**src/rtl/instr_fetch_unit.sv**
```systemverilog
// Instruction fetch: accepts PCs, reads a variable-latency instruction memory and
// buffers {pc, instr, fault} entries in a small in-order FIFO for decode.
module instr_fetch_unit #(
    parameter int ADDR_W     = 8,
    parameter int INSTR_W    = 32,
    parameter int FIFO_DEPTH = 2
) (
    input  logic               clk,
    input  logic               rst_n,
    input  logic [ADDR_W-1:0]  pc_in,
    input  logic               pc_valid,
    output logic               pc_ready,
    output logic               mem_req,
    output logic [ADDR_W-1:0]  mem_addr,
    input  logic               mem_ack,
    input  logic [INSTR_W-1:0] mem_rdata,
    input  logic               flush,
    output logic               if_valid,
    input  logic               if_ready,
    output logic [ADDR_W-1:0]  if_pc,
    output logic [INSTR_W-1:0] if_instr,
    output logic               if_fault,
    output logic [1:0]         fsm_state
);

    // Handshakes: a transfer happens on a rising edge where valid and ready are both 1;
    // valid never waits on ready, and the payload holds while valid=1 and ready=0.
    // rst_n is active-high: 1 means reset.

    typedef enum logic [1:0] {
        IDLE  = 2'd0,
        REQ   = 2'd1,
        DRAIN = 2'd2
    } state_t;

    localparam int PTR_W = (FIFO_DEPTH > 1) ? $clog2(FIFO_DEPTH) : 1;
    localparam int CNT_W = $clog2(FIFO_DEPTH + 1);
    localparam logic [CNT_W-1:0] DEPTH_C = CNT_W'(FIFO_DEPTH);

    state_t             state;
    logic [CNT_W-1:0]   count;
    logic [PTR_W-1:0]   wr_ptr;
    logic [PTR_W-1:0]   rd_ptr;
    logic [ADDR_W-1:0]  pc_q    [FIFO_DEPTH];
    logic [INSTR_W-1:0] instr_q [FIFO_DEPTH];
    logic               fault_q [FIFO_DEPTH];

    logic               accept;
    logic               misaligned;
    logic               push_mis;
    logic               push_mem;
    logic               push;
    logic               pop;
    logic [ADDR_W-1:0]  push_pc;
    logic [INSTR_W-1:0] push_instr;

    // Only IDLE accepts, and no request is outstanding there, so the entry count alone
    // guarantees a free slot for whatever this PC eventually pushes.
    assign pc_ready   = !rst_n && (state == IDLE) && (count < DEPTH_C) && !flush;
    assign accept     = pc_valid && pc_ready;
    assign misaligned = (pc_in[1:0] != 2'b00);
    assign push_mis   = accept && misaligned;
    assign push_mem   = !rst_n && (state == REQ) && mem_ack && !flush;
    assign push       = push_mis || push_mem;
    assign push_pc    = push_mis ? pc_in : mem_addr;
    assign push_instr = push_mis ? '0 : mem_rdata;
    assign pop        = if_valid && if_ready && !flush;

    assign fsm_state  = state;
    assign if_valid   = (count != '0);
    assign if_pc      = if_valid ? pc_q[rd_ptr]    : '0;
    assign if_instr   = if_valid ? instr_q[rd_ptr] : '0;
    assign if_fault   = if_valid ? fault_q[rd_ptr] : 1'b0;

    always_ff @(posedge clk) begin
        if (rst_n) begin
            state    <= IDLE;
            mem_req  <= 1'b0;
            mem_addr <= '0;
        end else begin
            case (state)
                IDLE: begin
                    if (accept && !misaligned) begin
                        mem_addr <= pc_in;
                        mem_req  <= 1'b1;
                        state    <= REQ;
                    end
                end
                REQ: begin
                    if (mem_ack) begin
                        mem_req <= 1'b0;
                        state   <= IDLE;
                    end else if (flush) begin
                        state <= DRAIN;
                    end
                end
                DRAIN: begin
                    if (mem_ack) begin
                        mem_req <= 1'b0;
                        state   <= IDLE;
                    end
                end
                default: begin
                    mem_req <= 1'b0;
                    state   <= IDLE;
                end
            endcase
        end
    end

    always_ff @(posedge clk) begin
        if (rst_n || flush) begin
            count  <= '0;
            wr_ptr <= '0;
            rd_ptr <= '0;
        end else begin
            if (push) wr_ptr <= wr_ptr + 1'b1;
            if (pop)  rd_ptr <= rd_ptr + 1'b1;
            if (push && !pop)      count <= count + 1'b1;
            else if (!push && pop) count <= count - 1'b1;
        end
    end

    // Storage needs no reset: the head is masked to zero whenever the FIFO is empty.
    always_ff @(posedge clk) begin
        if (push) begin
            pc_q[wr_ptr]    <= push_pc;
            instr_q[wr_ptr] <= push_instr;
            fault_q[wr_ptr] <= push_mis;
        end
    end

endmodule

```
**config.mk**
```make
export PLATFORM = sky130hd
export DESIGN_NAME = instr_fetch_unit
export DESIGN_NICKNAME = d
export VERILOG_FILES = /design/src/rtl/instr_fetch_unit.sv
export SDC_FILE = /design/constraint.sdc
export NUM_CORES = 1
export LEC_CHECK = 0
export ABC_AREA = 1
export BUFFER_PORTS_ARGS = -buffer_cell sky130_fd_sc_hd__clkbuf_2
export CAP_MARGIN = 20
export CORE_MARGIN = 3
export CORE_UTILIZATION = 53
export CTS_BUF_LIST = sky130_fd_sc_hd__clkbuf_4 sky130_fd_sc_hd__clkbuf_8 sky130_fd_sc_hd__clkbuf_16
export DETAILED_ROUTE_END_ITERATION = 12
export PLACE_DENSITY = 0.79
export SYNTH_ARGS = -nofsm -noshare
export SYNTH_HDL_FRONTEND = slang
export SYNTH_SLANG_ARGS = --single-unit
```
**constraint.sdc**
```tcl
create_clock -name clk -period 5.07 [get_ports clk]
set_input_delay 1.014 -clock clk [delete_from_list [all_inputs] [get_ports clk]]
set_output_delay 1.014 -clock clk [all_outputs]
set_load 0.01 [all_outputs]
```
==> impl_metrics.py, run 1 <==
metrics = {
    "run_status": {
        "status": "finished clean",
    },
    "floorplanning": {
        "start_util_pct": 56.1,
        "ios": 100,
        "die_x_um": 94.8,
        "die_area_um2": 8990,
        "coreArea_um2": 7450,
        "die_height_um": 94.8,
        "rows": 31,
    },
    "cells_and_area": {
        "areaGrowthSynthToFinish_pct": 18.3,
        "drive_gt1_share_pct": 25.7,
        "ff_latch_area_um2": 2780,
        "multi_input_area_um2": 1120,
        "diodes": 0,
        "final_core_utilization_pct": 66.4,
        "nets": 552,
        "fill_cells": 591,
    },
    "setup_path": {
        "slowest_delay_ps": 550,
        "arrival_ps": 1980,
        "worstPathRequired_ps": 4060,
        "crit_chain": "inv_1 -> buf_4 -> nand2_1 -> a21oi_1 -> clkbuf_2",
        "worstPathMaxFanout": 24,
        "regToRegStartpoint": "fsm_state[0]$_SDFFE_PP0P_",
        "reg2regPathDepth": 7,
        "crit_slowest_cell": "inv_1",
        "critical_path_class": "register to output pin",
        "r2r-end": "instr_q[1][16]$_DFFE_PP_",
        "crit_path_end_kind": "output pin",
        "crit_path_start_kind": "register",
        "r2r_setup_slack_ps": 2420,
    },
    "timing": {
        "skew_ps": 10.8,
        "tns_ps": 0,
        "final.min_clock_period_ps": 3000,
        "layout_setup_ws_ps": 2070,
        "finalHoldViolCount": 0,
        "maxSlewHeadroom_pct": 32.8,
        "finalSetupViolCount": 0,
        "min_period_over_period_pct": 59.1,
        "fmax_mhz": 334,
        "slew_violations": 0,
        "worstMarginPinSlew_ps": 1010,
        "grt_setup_unrepaired": "no",
    },
    "drt": {
        "drc": 0,
        "detailroute.via_count": 3008,
        "post_drt_wl_per_cell_um": 13.6,
        "drt_iter0_markers": 133,
        "dr.pass1.iters": 4,
        "final_antenna_net_count": 0,
        "routed_wl_um": 8210,
        "viasPerCell": 4.97,
    },
    "place": {
        "dp_slack_ps": 1860,
        "io_buffers": 99,
        "place_hpwl_um": 5330,
        "gp_congestion": 0.771,
    },
    "cts": {
        "htree_levels": 3,
        "numCtsBuffers": 9,
        "clk_pin_slew_ps": 90,
        "hold_buffers": 0,
        "post_cts_resize_count": 0,
        "clk_path_buf_depth": 2,
        "cts_tree": "yes",
        "post_cts_buffers": 0,
        "clock_sinks": 98,
        "clk_latency_ps": 350,
        "clock-root-buffer": "clkbuf_8",
    },
    "yosys": {
        "synth_seq_cells": 98,
        "syn_avg_cell_area_um2": 10.3,
        "synth_fp_nets": 457,
        "syn_inst": 406,
        "ys_types": 23,
        "synth_area_um2": 4180,
        "yosys_warnings": 0,
        "ys_seq_area_share_pct": 66.6,
    },
    "worst_hold_path": {
        "whs_path_depth": 2,
        "hp-start": "mem_addr[4]$_SDFFE_PP0P_",
        "hold_class": "register to register",
        "hold_end": "mem_addr[4]$_SDFFE_PP0P_",
    },
    "global_routing": {
        "met3_usage_pct": 3.59,
        "grt_util_met1_pct": 24.8,
        "grt_use_met2_pct": 31.5,
        "grt_overflow": 0,
        "grt_pass1_vias": 2811,
        "grt_pass1_wl_um": 13100,
        "track_usage_pct": 18.9,
        "grt_max_degree": 47,
        "busiest_layer": "met2",
        "antenna_found_initial": 0,
    },
    "pwr": {
        "p_per_area_nw_per_um2": 340,
        "p_leak_nw": 2.13,
        "ir_drop_mv": 0.217,
    },
    "job": {
        "cap_violations": 0,
    },
}
[metrics by stage]
stage	area, um2	power (mW)	std cells	hold slack, ps
floorplan	4180	1.12	406	453
global placement	4750	1.20	589	449
detailed placement	4750	1.21	589	456
CTS	4940	1.69	605	473
global route	4940	1.76	605	492
finish	4940	1.68	605	469
[how the worst max path moves through the flow]
| stage | from | end | slack (ps) |
|---|---|---|---|
| global placement | rst_n | instr_q[1][14]$_DFFE_PP_ | 1960 |
| floorplan | rst_n | fault_q[0]$_DFFE_PP_ | 1200 |
| global route | register | if_pc[2] | 1870 |
| detailed placement | rst_n | instr_q[1][20]$_DFFE_PP_ | 1860 |
| CTS | register | if_pc[3] | 2030 |
| finish | register | if_instr[7] | 2070 |
[worst max-delay path, delay by kind of cell (launching register included)]
kind	cells	cell delay, ps
compound gates	1	170
buf+inv	3	1070
flops	1	320
simple gates	1	70
[layout make-up]
| cell class | count | share of cell area, % |
|---|---|---|
| flip-flops and latches | 98 | 56.3 |
| multi-input cells | 236 | 22.6 |
| repair buffers | 103 | 10.6 |
| inverters | 53 | 4.12 |
| clock buffers | 9 | 2.51 |
| well taps | 99 | 2.51 |
| clock inverters | 7 | 1.39 |
[synthesized netlist by cell type]
cell / instances / area, um2
buf_6: 2 / 22.5
nor4_1: 1 / 6.26
nand3_1: 3 / 15.0
nor2_2: 2 / 12.5
or2_2: 1 / 6.26
nor2_1: 42 / 158
ha_1: 5 / 62.6
a21boi_1: 1 / 7.51
buf_2: 9 / 45.0
nand4_4: 2 / 42.5
nor2_4: 1 / 11.3
edfxtp_1: 82 / 2460
buf_4: 2 / 15.0
o21ai_0: 16 / 80.1
nand2_1: 103 / 387
o21ai_1: 1 / 5.00
a21oi_1: 56 / 280
dfxtp_1: 16 / 320
clkbuf_1: 6 / 22.5
o21ai_2: 1 / 8.76
nand2_2: 1 / 6.26
inv_1: 52 / 195
clkinv_4: 1 / 8.76
[cell usage in the layout, fill, tap and decap left out]
cell | netlist | routed
nand2_1 | 103 | 103
clkbuf_2 | 0 | 99
edfxtp_1 | 82 | 82
a21oi_1 | 56 | 55
inv_1 | 52 | 52
nor2_1 | 42 | 42
o21ai_0 | 16 | 16
dfxtp_1 | 16 | 16
clkbuf_8 | 0 | 9
ha_1 | 5 | 5
buf_4 | 2 | 4
nand3_1 | 3 | 3
clkinv_2 | 0 | 3
nor2_4 | 1 | 2
nand4_4 | 2 | 2
clkinvlp_4 | 0 | 2
nor2_2 | 2 | 1
or2_2 | 1 | 1
clkinv_4 | 1 | 1
nand2_2 | 1 | 1
o21ai_2 | 1 | 1
a21oi_4 | 0 | 1
nor4_1 | 1 | 1
a21boi_4 | 0 | 1
o21ai_1 | 1 | 1
inv_6 | 0 | 1
bufinv_16 | 0 | 1
[per-layer routing]
layer / vias up / wire (um)
met1: 1372 / 3600
met5: - / 0
met3: 12 / 633
li1: 1514 / -
met4: 0 / 104
met2: 110 / 3870
[kinds of logic after synthesis]
kind of cell    share of synthesized area (%)
flops                                    66.6
simple gates                             15.4
buf+inv                                  7.39
compound gates                           9.13
fa+ha+maj                                1.50
[registers in the layout, summed over array words and instances (netlist names), named ones only]
signal	cells
count	2
rd_ptr	1
mem_req	1
wr_ptr	1
pc_q	16
mem_addr	8
fsm_state	2
instr_q	64
fault_q	2
[report_power, final]
group | switching (mW) | internal, mW | leakage [nW] | total (mW)
sequential | 0.0151 | 0.922 | 0.878 | 0.937
combinational | 0.168 | 0.0866 | 1.16 | 0.255
clock | 0.263 | 0.227 | 0.0954 | 0.490
Note: power is estimated with default switching activity, not from simulation.
==> inputs of run 2 (changes only) <==
- ABC_AREA: 1 -> 0
- CORE_UTILIZATION: 53 -> 48
- PLACE_DENSITY: 0.79 -> 0.76
- clock period: 5.07 -> 2.4 ns (I/O delays scaled with it)
==> impl_metrics.py, run 2 <==
metrics = {
    "drt": {
        "drc": 0,
        "dr.pass1.iters": 5,
        "post_drt_wl_per_cell_um": 14.9,
        "routed_wl_um": 7790,
        "final_antenna_net_count": 0,
        "detailroute.via_count": 2655,
        "viasPerCell": 5.08,
        "drt_iter0_markers": 93,
    },
    "setup_path": {
        "crit_path_start_kind": "register",
        "r2r_setup_slack_ps": 260,
        "r2r-end": "count[1]$_SDFFE_PP0P_",
        "reg2regPathDepth": 8,
        "worstPathMaxFanout": 4,
        "worstPathRequired_ps": 1920,
        "arrival_ps": 1690,
        "crit_path_end_kind": "output pin",
        "regToRegStartpoint": "fsm_state[0]$_SDFFE_PP0P_",
        "critical_path_class": "register to output pin",
    },
    "cells_and_area": {
        "largest_reg_flops": 64,
        "nets": 464,
        "diodes": 0,
        "drive_gt1_share_pct": 34.0,
        "reg_top3": "instr_q (64), pc_q (16), mem_addr (8)",
        "fill_cells": 657,
        "mostFrequentLayoutCells": "clkbuf_2 (99), edfxtp_1 (82), nor2_1 (47), mux2i_1 (43), and2_1 (33)",
        "mostFrequentLayoutCell": "clkbuf_2",
        "regMostFlops": "instr_q",
        "final_core_utilization_pct": 61.0,
        "areaGrowthSynthToFinish_pct": 21.7,
    },
    "timing": {
        "worstMarginPinSlew_ps": 552,
        "min_period_over_period_pct": 90.6,
        "grt_setup_unrepaired": "no",
        "finalHoldViolCount": 0,
        "slew_violations": 0,
        "skew_ps": 7.03,
        "finalSetupViolCount": 0,
        "tns_ps": 0,
        "final.min_clock_period_ps": 2170,
        "maxSlewHeadroom_pct": 63.0,
        "holdWs_ps": 382,
        "fmax_mhz": 460,
    },
    "cts": {
        "clock-root-buffer": "clkbuf_8",
        "numCtsBuffers": 9,
        "clk_pin_slew_ps": 90,
        "clk_path_buf_depth": 2,
        "cts_tree": "yes",
        "post_cts_buffers": 0,
        "htree_levels": 3,
        "post_cts_resize_count": 0,
        "clock_sinks": 98,
        "clk_latency_ps": 340,
        "hold_buffers": 0,
    },
    "place": {
        "place_hpwl_um": 5410,
        "io_buffers": 99,
        "gp_congestion": 0.833,
    },
    "global_routing": {
        "grt_pass1_wl_um": 12600,
        "grt_max_degree": 42,
        "antenna_found_initial": 0,
        "grt_pass1_vias": 2658,
        "track_usage_pct": 16.5,
        "grt_overflow": 0,
    },
    "floorplanning": {
        "rows": 33,
        "die_area_um2": 9820,
        "coreArea_um2": 8300,
        "die_x_um": 99.1,
        "start_util_pct": 50.1,
        "ios": 100,
        "die_height_um": 99.1,
    },
    "pwr": {
        "p_per_area_nw_per_um2": 716,
        "p_leak_nw": 1.92,
        "ir_drop_mv": 0.343,
    },
    "yosys": {
        "synth-edff-count": 82,
        "synth_fp_nets": 357,
        "yosys_warnings": 0,
        "synth_area_um2": 4160,
        "synthFlopType": "edfxtp_1",
        "synthTopCellsByCount": "edfxtp_1 (82), nor2_1 (48), mux2i_1 (43), and2_1 (34), dfxtp_1 (16)",
        "netlist_top_cells_area": "edfxtp_1 (59%), mux2i_1 (10%), dfxtp_1 (7.7%)",
        "async_flop_share_pct": 0,
        "synth_seq_cells": 98,
        "ys_types": 27,
        "ys_seq_area_share_pct": 66.9,
        "syn_inst": 306,
        "synth_most_common_cell": "edfxtp_1",
        "synth_area_leader_cell": "edfxtp_1",
        "syn_avg_cell_area_um2": 13.6,
        "synth_top_cell_area_share_pct": 59.2,
    },
    "worst_hold_path": {
        "hold_end": "mem_addr[5]$_SDFFE_PP0P_",
        "whs_path_depth": 3,
        "hold_class": "primary input to register",
        "hp-start": "pc_in[5]",
    },
    "job": {
        "cap_violations": 0,
    },
    "run_status": {
        "status": "finished clean",
    },
}
[run 2: cell types whose count changed in the layout (fill, tap and decap cells not counted), moves of 4 or more]
cell	change
mux2i_1	+43
inv_1	-46
mux2_2	+6
a21oi_1	-45
nand2_1	-89
o21ai_0	-14
nand3_1	+5
nor2_1	+5
xor2_1	+4
buf_4	+5
and2_1	+33
[run 2: power breakdown]
group	switching, mW	internal [mW]
registers	0.0290	1.93
logic	0.310	0.234
clock network	0.518	0.609
[run 2: worst max path at each step]
stage	from	to	slack, ps	cells past startpoint
floorplan	fsm_state[0]$_SDFFE_PP0P_	fault_q[0]$_DFFE_PP_	-420	5
global placement	rst_n	pc_q[1][3]$_DFFE_PP_	290	6
detailed placement	rst_n	pc_q[1][5]$_DFFE_PP_	230	6
CTS	fsm_state[0]$_SDFFE_PP0P_	pc_ready	190	5
global route	fsm_state[0]$_SDFFE_PP0P_	pc_ready	100	5
finish	fsm_state[0]$_SDFFE_PP0P_	pc_ready	230	5
[run 2: worst max-delay path, cell delays in order, from the launching register on]
cell and delay, ps:
dfxtp_1 350, inv_1 110, ha_1 220, nor4b_4 320, buf_4 200, clkbuf_2 130
[run 2: kinds of logic (layout without fill, tap and decap cells)]
group	Yosys count	in the layout	share of synthesized area [%]
buffers and inverters	21	133	2.38
adders and majority gates	5	5	1.50
muxes	49	49	12.0
xor gates and xnor gates	4	4	0.842
DFF	98	98	66.9
and+or+nand+nor	112	112	13.8
AOI/OAI and AO/OA	17	17	2.62
[run 2: through the flow]
step	cells	setup WS, ps	power [mW]	instance area [um2]
detailed placement	507	231	2.54	4840
finish	523	225	3.62	5060
global placement	507	287	2.53	4840
CTS	523	194	3.66	5060
global route	523	99.1	3.80	5060
floorplan	306	-423	2.34	4170
[run 2: layout make-up]
type	instances	area, um2	share of cell area, %
inverters	7	26.3	0.519
flip-flops and latches	98	2780	55.0
well taps	105	131	2.60
repair buffers	110	603	11.9
multi-input cells	187	1300	25.7
clock buffers	11	139	2.74
clock inverters	5	80.1	1.58
[run 2: metal layers]
layer,track usage [%],up-vias,wire (um)
met5,0,-,0
met4,5.46,0,121
met3,4.28,13,606
met2,27.9,92,3840
met1,20.7,1251,3230
li1,-,1299,-
